File: src/rtl/fork_join_sched_pkg.sv
// Shared types for the fork/join scheduler: join modes, FSM states, mode width.
package fork_join_pkg;

  localparam int MODE_W = 2;

  typedef enum logic [MODE_W-1:0] {
    JOIN_ALL      = 2'd0,
    JOIN_ANY      = 2'd1,
    JOIN_NONE     = 2'd2,
    JOIN_ANY_KILL = 2'd3
  } join_mode_t;

  typedef enum logic [1:0] {
    IDLE  = 2'd0,
    RUN   = 2'd1,
    POST  = 2'd2,
    DRAIN = 2'd3
  } fj_state_t;

endpackage

File: src/rtl/fork_join_sched_if.sv
// Launch/status bundle of the fork/join scheduler; the scheduler takes the slave side.
interface fork_join_sched_if #(
  parameter int N_CH  = 3,
  parameter int CNT_W = 8,
  parameter int T_W   = 16
);
  import fork_join_pkg::*;

  logic                    start;
  logic [MODE_W-1:0]       mode;
  logic [N_CH*CNT_W-1:0]   ch_delay;
  logic [CNT_W-1:0]        post_delay;
  logic                    busy;
  logic [N_CH-1:0]         ch_active;
  logic [N_CH-1:0]         ch_done;
  logic                    joined;
  logic                    post_done;
  logic                    done;
  logic [T_W-1:0]          elapsed;

  modport master (
    output start, mode, ch_delay, post_delay,
    input  busy, ch_active, ch_done, joined, post_done, done, elapsed
  );

  modport slave (
    input  start, mode, ch_delay, post_delay,
    output busy, ch_active, ch_done, joined, post_done, done, elapsed
  );

endinterface

File: src/rtl/fork_join_sched_countdown.sv
// Loadable countdown standing in for a delayed task body; done_pulse marks its last
// counting cycle, and a zero load counts as one cycle.
module fj_countdown #(
  parameter int CNT_W = 8
) (
  input  logic             clk,
  input  logic             rst_n,
  input  logic             load,
  input  logic [CNT_W-1:0] value,
  input  logic             kill,
  output logic             active,
  output logic             done_pulse
);

  logic [CNT_W-1:0] cnt;
  logic             act_q;
  logic             last;

  assign last       = act_q && (cnt == CNT_W'(1));
  assign active     = act_q;
  assign done_pulse = last;

  always_ff @(posedge clk or negedge rst_n) begin
    if (!rst_n) begin
      act_q <= 1'b0;
    end else if (load) begin
      act_q <= 1'b1;
    end else if (kill || last) begin
      act_q <= 1'b0;
    end
  end

  // Count value carries no reset; it is only observed through act_q.
  always_ff @(posedge clk) begin
    if (load) begin
      cnt <= (value == '0) ? CNT_W'(1) : value;
    end else if (act_q && !last) begin
      cnt <= cnt - CNT_W'(1);
    end
  end

endmodule

File: src/rtl/fork_join_sched.sv
// Fork/join scheduler: forks N_CH countdown channels, joins per the latched mode,
// runs a post countdown, then drains remaining channels before signalling done.
module fork_join_sched
  import fork_join_pkg::*;
#(
  parameter int N_CH  = 3,
  parameter int CNT_W = 8,
  parameter int T_W   = 16
) (
  input  logic             clk,
  input  logic             rst_n,
  fork_join_sched_if.slave bus
);

  fj_state_t        state, state_nxt;
  join_mode_t       mode_q;
  logic [CNT_W-1:0] post_q;
  logic [T_W-1:0]   elapsed_q;
  logic [N_CH-1:0]  ch_act, ch_dn;
  logic             post_act, post_dn;
  logic             accept, all_clear, joined, done_c, kill;

  assign accept = (state == IDLE) && bus.start;
  // True when no channel will still be counting after this cycle.
  assign all_clear = &(~ch_act | ch_dn);

  for (genvar i = 0; i < N_CH; i++) begin : g_ch
    fj_countdown #(.CNT_W(CNT_W)) u_ch (
      .clk        (clk),
      .rst_n      (rst_n),
      .load       (accept),
      .value      (bus.ch_delay[i*CNT_W +: CNT_W]),
      .kill       (kill),
      .active     (ch_act[i]),
      .done_pulse (ch_dn[i])
    );
  end

  fj_countdown #(.CNT_W(CNT_W)) u_post (
    .clk        (clk),
    .rst_n      (rst_n),
    .load       (joined),
    .value      (post_q),
    .kill       (1'b0),
    .active     (post_act),
    .done_pulse (post_dn)
  );

  always_ff @(posedge clk or negedge rst_n) begin
    if (!rst_n) begin
      state <= IDLE;
    end else begin
      state <= state_nxt;
    end
  end

  always_comb begin
    state_nxt = state;
    case (state)
      IDLE:    if (accept) state_nxt = RUN;
      RUN:     if (joined) state_nxt = POST;
      POST:    if (post_dn) state_nxt = all_clear ? IDLE : DRAIN;
      DRAIN:   if (all_clear) state_nxt = IDLE;
      default: state_nxt = IDLE;
    endcase
  end

  always_comb begin
    joined = 1'b0;
    done_c = 1'b0;
    case (state)
      RUN: begin
        case (mode_q)
          JOIN_ALL:      joined = all_clear;
          JOIN_ANY:      joined = |ch_dn;
          JOIN_NONE:     joined = 1'b1;
          JOIN_ANY_KILL: joined = |ch_dn;
          default:       joined = 1'b0;
        endcase
      end
      POST:    done_c = post_dn && all_clear;
      DRAIN:   done_c = all_clear;
      default: begin
        joined = 1'b0;
        done_c = 1'b0;
      end
    endcase
  end

  assign kill = joined && (mode_q == JOIN_ANY_KILL);

  always_ff @(posedge clk or negedge rst_n) begin
    if (!rst_n) begin
      mode_q <= JOIN_ALL;
    end else if (accept) begin
      mode_q <= join_mode_t'(bus.mode);
    end
  end

  always_ff @(posedge clk) begin
    if (accept) begin
      post_q <= bus.post_delay;
    end
  end

  // The accept edge counts as the first elapsed cycle, so elapsed reads k at cycle T+k.
  always_ff @(posedge clk or negedge rst_n) begin
    if (!rst_n) begin
      elapsed_q <= '0;
    end else if (accept) begin
      elapsed_q <= T_W'(1);
    end else if ((state != IDLE) && !done_c && (elapsed_q != '1)) begin
      elapsed_q <= elapsed_q + T_W'(1);
    end
  end

  assign bus.busy      = (state != IDLE);
  assign bus.ch_active = ch_act;
  assign bus.ch_done   = ch_dn;
  assign bus.joined    = joined;
  assign bus.post_done = post_dn;
  assign bus.done      = done_c;
  assign bus.elapsed   = elapsed_q;

  logic unused_post_act;
  assign unused_post_act = post_act;

endmodule

File: src/flat_wrapper.sv
// flat-port wrapper written by rule: the top's interface ports become plain ports
module fork_join_sched_flat import fork_join_pkg::*;
#(
  parameter int N_CH  = 3,
  parameter int CNT_W = 8,
  parameter int T_W   = 16
)
  (clk, rst_n, bus_start, bus_mode, bus_ch_delay, bus_post_delay, bus_busy, bus_ch_active, bus_ch_done, bus_joined, bus_post_done, bus_done, bus_elapsed);
  fork_join_sched_if #(.N_CH(N_CH), .CNT_W(CNT_W), .T_W(T_W)) bus_i ();
  input  logic clk;
  input  logic rst_n;
  input wire logic [$bits(bus_i.start)-1:0] bus_start;
  input wire logic [$bits(bus_i.mode)-1:0] bus_mode;
  input wire logic [$bits(bus_i.ch_delay)-1:0] bus_ch_delay;
  input wire logic [$bits(bus_i.post_delay)-1:0] bus_post_delay;
  output wire logic [$bits(bus_i.busy)-1:0] bus_busy;
  output wire logic [$bits(bus_i.ch_active)-1:0] bus_ch_active;
  output wire logic [$bits(bus_i.ch_done)-1:0] bus_ch_done;
  output wire logic [$bits(bus_i.joined)-1:0] bus_joined;
  output wire logic [$bits(bus_i.post_done)-1:0] bus_post_done;
  output wire logic [$bits(bus_i.done)-1:0] bus_done;
  output wire logic [$bits(bus_i.elapsed)-1:0] bus_elapsed;
  assign bus_i.start = bus_start;
  assign bus_i.mode = bus_mode;
  assign bus_i.ch_delay = bus_ch_delay;
  assign bus_i.post_delay = bus_post_delay;
  assign bus_busy = bus_i.busy;
  assign bus_ch_active = bus_i.ch_active;
  assign bus_ch_done = bus_i.ch_done;
  assign bus_joined = bus_i.joined;
  assign bus_post_done = bus_i.post_done;
  assign bus_done = bus_i.done;
  assign bus_elapsed = bus_i.elapsed;
  fork_join_sched #(.N_CH(N_CH), .CNT_W(CNT_W), .T_W(T_W)) u_core (.clk(clk), .rst_n(rst_n), .bus(bus_i));
endmodule
File: config.mk
export PLATFORM = sky130hd
export DESIGN_NAME = fork_join_sched_flat
export DESIGN_NICKNAME = d
export VERILOG_FILES = /design/src/rtl/fork_join_sched_pkg.sv /design/src/rtl/fork_join_sched_if.sv /design/src/rtl/fork_join_sched_countdown.sv /design/src/rtl/fork_join_sched.sv /design/src/flat_wrapper.sv
export SDC_FILE = /design/constraint.sdc
export NUM_CORES = 1
export LEC_CHECK = 0
export BUFFER_PORTS_ARGS = -buffer_cell sky130_fd_sc_hd__buf_2
export CELL_PAD_IN_SITES_DETAIL_PLACEMENT = 2
export CELL_PAD_IN_SITES_GLOBAL_PLACEMENT = 2
export CORE_MARGIN = 4
export CORE_UTILIZATION = 30
export DETAILED_ROUTE_END_ITERATION = 7
export GPL_ROUTABILITY_DRIVEN = 0
export MAX_ROUTING_LAYER = met4
export PLACE_DENSITY = 0.67
export SYNTH_ARGS = -nofsm -noshare
export SYNTH_HDL_FRONTEND = slang
export SYNTH_SLANG_ARGS = --single-unit
File: constraint.sdc
create_clock -name clk -period 5.9 [get_ports clk]
set_input_delay 0 -clock clk [delete_from_list [all_inputs] [get_ports clk]]
set_output_delay 0 -clock clk [all_outputs]
set_load 0.005 [all_outputs]
# Word level (Yosys, flattened, before mapping)
# Index checks and enable logic that the tools add are counted.
[totals]
regBits = 64
output_inout_bits = 26
[classes]
add_sub_neg = 5
n_eq_ne = 15
mux = 31
bitwise = 2
n_reduce_logical = 41
[ops]
columns = ["operator", "count"]
rows = [
  ["8-bit two-way mux", 12],
  ["8-bit by 1-bit == test with 1-bit output, second input constant", 4],
  ["8-bit zero test", 4],
  ["16-bit two-way mux", 2],
  ["8-bit by 1-bit subtractor with 8-bit output, second input constant", 4],
  ["2-bit nonzero test", 10],
  ["16-bit by 1-bit adder with 16-bit output, second input constant", 1],
  ["16-bit != test, second input constant", 1],
  ["1-bit logical AND", 13],
  ["2-bit two-way mux", 5],
  ["1-bit two-way mux", 9],
  ["2-bit == test, second input constant", 4],
  ["2-bit by 1-bit != test with 1-bit output, second input constant", 4],
  ["2-bit case mux with 4 select lines", 1],
  ["1-bit zero test", 5],
  ["2-bit by 1-bit == test with 1-bit output, second input constant", 2],
  ["2-bit zero test", 2],
  ["4-bit AND reduction", 1],
  ["1-bit logical OR", 3],
  ["3-bit inverter", 1],
  ["3-bit bitwise OR", 1],
  ["1-bit case mux with 3 select lines", 1],
  ["3-bit AND reduction", 1],
  ["3-bit OR reduction", 1],
  ["2 further kinds", 2],
]

# Depth between registers and ports, before layout
[depth]
depth_word = 11
mapped_depth = 10

# Cells and area by module
# From an unflattened synthesis, not the netlist that was laid out.
[hier_totals]
hier_cells = 371
hier_area_um2 = 3709.8
[by_module_without_submodules]
columns = ["mod", "instances", "cells_per_inst", "area_per_inst_um2"]
rows = [
  ["fj_countdown", 4, 59, 566.8],
  ["fork_join_sched", 1, 135, 1442.6],
]

# Worst setup path after synthesis
# Ideal clock, no wire load.
[synth_path]
path_kind = "reg2reg"
start = "reg u_core.g_ch[1].u_ch.cnt[3]"
end = "reg u_core.u_post.cnt[2], data pin"
t_arrival_ns = 2.178
required_time_ns = 5.640
slack_ns = 3.462
path_stages_with_launch = 9
synth_period_minus_slack_ns = 2.438
cell_sequence = "edfxtp_1 > or4_4 > o41ai_4 > and3_1 > buf_4 > or3_4 > nand4b_4 > buf_6 > mux2_4"
[synth_via]
elab_chain_len = 7
elab_cells_between_ends = 8
classes_between = "eq/ne (1); mux (3); bitwise (1); reduce/logical (3)"
[synth_lines]
columns = ["element", "line", "text"]
rows = [
  ["start: declaration", "fork_join_sched_countdown.sv:15", "logic [CNT_W-1:0] cnt;"],
  ["start signal: assignment", "fork_join_sched_countdown.sv:36", "cnt <= (value == '0) ? CNT_W'(1) : value;"],
  ["start signal: assignment", "fork_join_sched_countdown.sv:38", "cnt <= cnt - CNT_W'(1);"],
  ["8-bit by 1-bit == test with 1-bit output *", "fork_join_sched_countdown.sv:19", "assign last = act_q && (cnt == CNT_W'(1));"],
  ["1-bit logical AND *", "fork_join_sched_countdown.sv:19", ""],
  ["3-bit bitwise OR", "fork_join_sched.sv:25", "assign all_clear = &(~ch_act | ch_dn);"],
  ["3-bit AND reduction", "fork_join_sched.sv:25", ""],
  ["1-bit case mux with 3 select lines *", "fork_join_sched.sv:73", "case (mode_q)"],
  ["1-bit two-way mux *", "fork_join_sched.sv:71", "case (state)"],
  ["8-bit two-way mux *", "fork_join_sched_countdown.sv:35", "if (load) begin"],
  ["end signal: assignment", "fork_join_sched_countdown.sv:36", ""],
  ["end signal: assignment", "fork_join_sched_countdown.sv:38", ""],
  ["end: declaration", "fork_join_sched_countdown.sv:15", ""],
]
# Mark *: on every way between the ends. The rest lies on a longest branch, timed or not.
# A chain may end at the register's enable or synchronous reset.

# Worst setup path in the final report
[layout_path]
start = "reg u_core.g_ch[1].u_ch.cnt[3]"
end = "reg u_core.u_post.cnt[4], enable pin"
[layout_via]
elab_chain_len = 7
elab_cells_between_ends = 8
classes_between = "eq/ne (1); mux (2); bitwise (1); reduce/logical (4)"
[layout_lines]
columns = ["element", "line"]
rows = [
  ["8-bit by 1-bit == test with 1-bit output *", "fork_join_sched_countdown.sv:19"],
  ["1-bit logical AND *", "fork_join_sched_countdown.sv:19"],
  ["3-bit bitwise OR", "fork_join_sched.sv:25"],
  ["3-bit AND reduction", "fork_join_sched.sv:25"],
  ["1-bit case mux with 3 select lines *", "fork_join_sched.sv:73"],
  ["1-bit two-way mux *", "fork_join_sched.sv:71"],
  ["2-bit nonzero test (no source line) *", "-"],
]
# Marked as above.

==> summary.md <==
| Metric | Value |
|---|---|
| Result of the run | finished, final reports clean |
| Largest net degree at the start of global routing | between 40 and 50 |
| Post-DR vias/cell | around 5.0 |
| Startpoint types | flip-flop |
| Hold slack | about 0.0014 ns |
| Power per cell area | around 230 nW/um^2 |
| Clk_lat worst skew | around 0.33 ns |
| Final ANT Viol Nets | 0 |
| Die height | approximately 120 um |
| Cell chain of the critical path | or4_4, o41ai_4, and3_1, or3_4, nand4b_4, nand2_1 |
| Std cell rows | 39 |
| Cell Area, Synth | between 3000 and 4000 um^2 |
| CP startpoint | u_core.g_ch[1].u_ch.cnt[3] |
| CP Capture Type | flip-flop |
| Remaining DRCs | 0 |
| Cell depth of the worst flop-to-flop path | 6 |
| Pwr Total | 1.03 mW |
| Slew @ Worst Pin | 0.900 ns |
| Cell family with most CP delay | simple AND/OR/NAND/NOR gates |
| FF-to-FF End | u_core.u_post.cnt[4] |
| EDFF count, synth | 40 |
| Leak pwr | between 1.5 and 2 nW |
| CTS Buffer Depth | 2 |
| Flop2flop setup slack | 3.17 ns |
| Final min period | between 2 and 3 ns |
| Setup CP Type | reg2reg |
| Tcrit/Tclk final | 0.462 |
| ANT cells | 0 |
| Ports | 63 |
| Syn-to-layout area delta | 26.7% |
| H-tree levels | 3 |
| Via count | ~2.8k |
| Final hold vios | 0 |
| Post-DP HPWL | roughly 7 mm |
| Final max-slew violation count | 0 |
| Setup Fix Bufs, Post-CTS | 0 |
| Crit path capture | u_core.u_post.cnt[4] |
| Final worst-path setup slack | 3.17 ns |
| Slew HR | 0.400 |
| Share of cells above drive strength 1 | 0.216 |
| Peak supply drop | between 0.1 and 0.15 mV |
| Final WL | between 9 and 10 mm |
| Iter 0 DRT Violations | 75 |
| Starting Density | 0.306 |
| CTS tree | built |
| Slowest-stage cell, CP | or4_4 |
| Total iterations of the first detailed-routing run | 4 |
| F_max | 0.367 GHz |
| Final Setup Violations | 0 |
| Synth Instances | between 300 and 400 |
| Post-synth top flop | edfxtp_1 |
| Die X | 116 um |
| First-pass GRT wire length | approximately 16 mm |
| Max Fanout on Critical Path | 11 |
| Core area | approximately 11000 um^2 |
| CTS Buf Count | 9 |
| HP Class | in2reg |
| Vias in the first global route | slightly above 3k |
| Required time of the critical path | about 6 ns |
| # hold bufs at CTS | 23 |
| GR Util met3 | 0.0319 |
| Number of cells on the critical path | 6 |
| Dpl ws | 3.15 ns |
| TritonCTS sink count | 64 |
| Overflow left after global routing | 0 |
| Met2 Use GR | 0.250 |
| Critical path's largest stage delay | 0.59 ns |
| CTS resizes | 0 |
| PortBufs | 62 |
| GRT met1 Usage | 0.201 |
| Seq/Total Area, Yosys | 0.515 |
| GRT Util Overall | 0.158 |
| Critical Path AT | between 2 and 3 ns |
| Post-synth ARST share | 0.375 |
| Clock skew | between 0.008 and 0.009 ns |
| Unrepaired setup endpoints after global routing | no |
| Post-synthesis register bit count | 64 |
| Root Driver | clkbuf_16 |
| Critical path buffers and inverters | 0 |
| Post-Syn Nets | between 300 and 400 |
| Die ar. | between 10000 and 15000 um^2 |
| Gr busiest metal | met2 |
| Initial antenna violation count | 0 |
| Nets | between 400 and 500 |
| Clock transition at path regs | approximately 0.06 ns |
| Final Core Density | 0.388 |
| YS warnings | 0 |
| Max cap viols | 0 |
| Unique masters post-synth | between 40 and 50 |
| Hold Path Cell Cnt | 3 |
| Routed len/inst | around 17 um |
| Setup Total Neg Slack | 0 ns |
| Post-Syn Area per Cell | 10.3 um^2 |
| R2R Path Start | u_core.g_ch[1].u_ch.cnt[3] |
==> routing by layer <==
metal,routed length [um],up-vias
li1,-,1370
met1,4610,1404
met2,4770,43
met3,258,14
met4,173,0
met5,0,-
==> cell usage in the layout, fill, tap and decap left out, types with 13 or more instances in the layout <==
cell / netlist / final
dlygate4sd3_1: 0 / 24
edfxtp_1: 40 / 40
o21ai_0: 19 / 19
buf_2: 1 / 62
nor2_1: 23 / 23
xnor2_1: 13 / 13
inv_1: 19 / 19
dfrtp_1: 24 / 24
nand2_1: 54 / 54
a21oi_1: 15 / 15
==> cell type report <==
type	count	area, um^2
flip-flops and latches	64	1800
clock inverters	6	60.1
clock buffers	10	229
repair buffers	88	566
multi-input cells	238	1520
fillers	1249	6990
inverters	19	71.3
well taps	143	179
==> logic make-up (layout without fill, tap and decap cells) <==
kind of cell | count (synthesis) | after routing | share of synthesized area
AND/OR/NAND/NOR | 138 | 138 | 0.199
flip-flops | 64 | 64 | 0.515
AO/OA/AOI/OAI | 52 | 52 | 0.0934
buffers and inverters | 36 | 123 | 0.0487
XOR/XNOR | 23 | 23 | 0.0576
multiplexers | 16 | 16 | 0.0533
adder cells (fa/ha/maj) | 9 | 9 | 0.0322
==> Yosys cell counts (2+ instances only) <==
cell type / count / area (um^2)
xor2_1: 10 / 87.6
xnor2_1: 13 / 114
edfxtp_1: 40 / 1200
buf_4: 7 / 52.6
nand4b_1: 2 / 17.5
nand4_1: 6 / 37.5
and3_1: 6 / 37.5
mux2_4: 5 / 75.1
a31o_2: 2 / 17.5
or3_1: 2 / 12.5
nor2_1: 23 / 86.3
inv_1: 19 / 71.3
or4_1: 3 / 22.5
dfrtp_1: 24 / 601
a31oi_1: 3 / 18.8
nand2_1: 54 / 203
nand3_1: 9 / 45.0
o211ai_1: 2 / 15.0
nand3b_1: 2 / 15.0
o21ai_0: 19 / 95.1
mux2i_1: 10 / 100
and4_1: 3 / 26.3
ha_1: 9 / 113
o21a_1: 3 / 22.5
o31ai_1: 4 / 30.0
and2_1: 3 / 18.8
nor4_1: 10 / 62.6
clkbuf_1: 8 / 30.0
nor3_1: 9 / 45.0
a21oi_1: 15 / 75.1
==> worst reg2reg max path: stages (launching register included) <==
cell and delay [ns]:
edfxtp_1 0.44, or4_4 0.59, o41ai_4 0.27, and3_1 0.33, or3_4 0.18, nand4b_4 0.24
nand2_1 0.35
==> state kept, by name, summed over array words and instances, names as in the netlist <==
register,cells
u_core.bus.elapsed,16
u_core.g_ch.u_ch.active,3
u_core.g_ch.u_ch.cnt,24
u_core.mode_q,2
u_core.post_q,8
u_core.state,2
u_core.u_post.active,1
u_core.u_post.cnt,8
==> metrics by stage <==
step                      std cells  area (um^2)
after floorplan                 338         3500
after detailed placement        528         3900
after global routing            568         4430
after global placement          528         3900
final                           568         4430
after CTS                       567         4420
==> power by group <==
part / internal [mW] / switching, mW
Combinational: 0.0193 / 0.0121
Clock: 0.326 / 0.201
Sequential: 0.473 / 0
==> worst min path at each step <==
stage	slack, ns	startpoint	to
2_1_floorplan	-0.30	rst_n	u_core.bus.elapsed[0]
6_report	0.001	bus_ch_delay[13]	u_core.g_ch[1].u_ch.cnt[5]
4_1_cts	0.000009	bus_ch_delay[2]	u_core.g_ch[0].u_ch.cnt[2]
3_3_place_gp	0.05	rst_n	u_core.bus.elapsed[12]
3_5_place_dp	0.04	rst_n	u_core.bus.elapsed[12]
5_1_grt	0.02	bus_ch_delay[13]	u_core.g_ch[1].u_ch.cnt[5]
No activity file was read; power rests on OpenSTA's default activity.
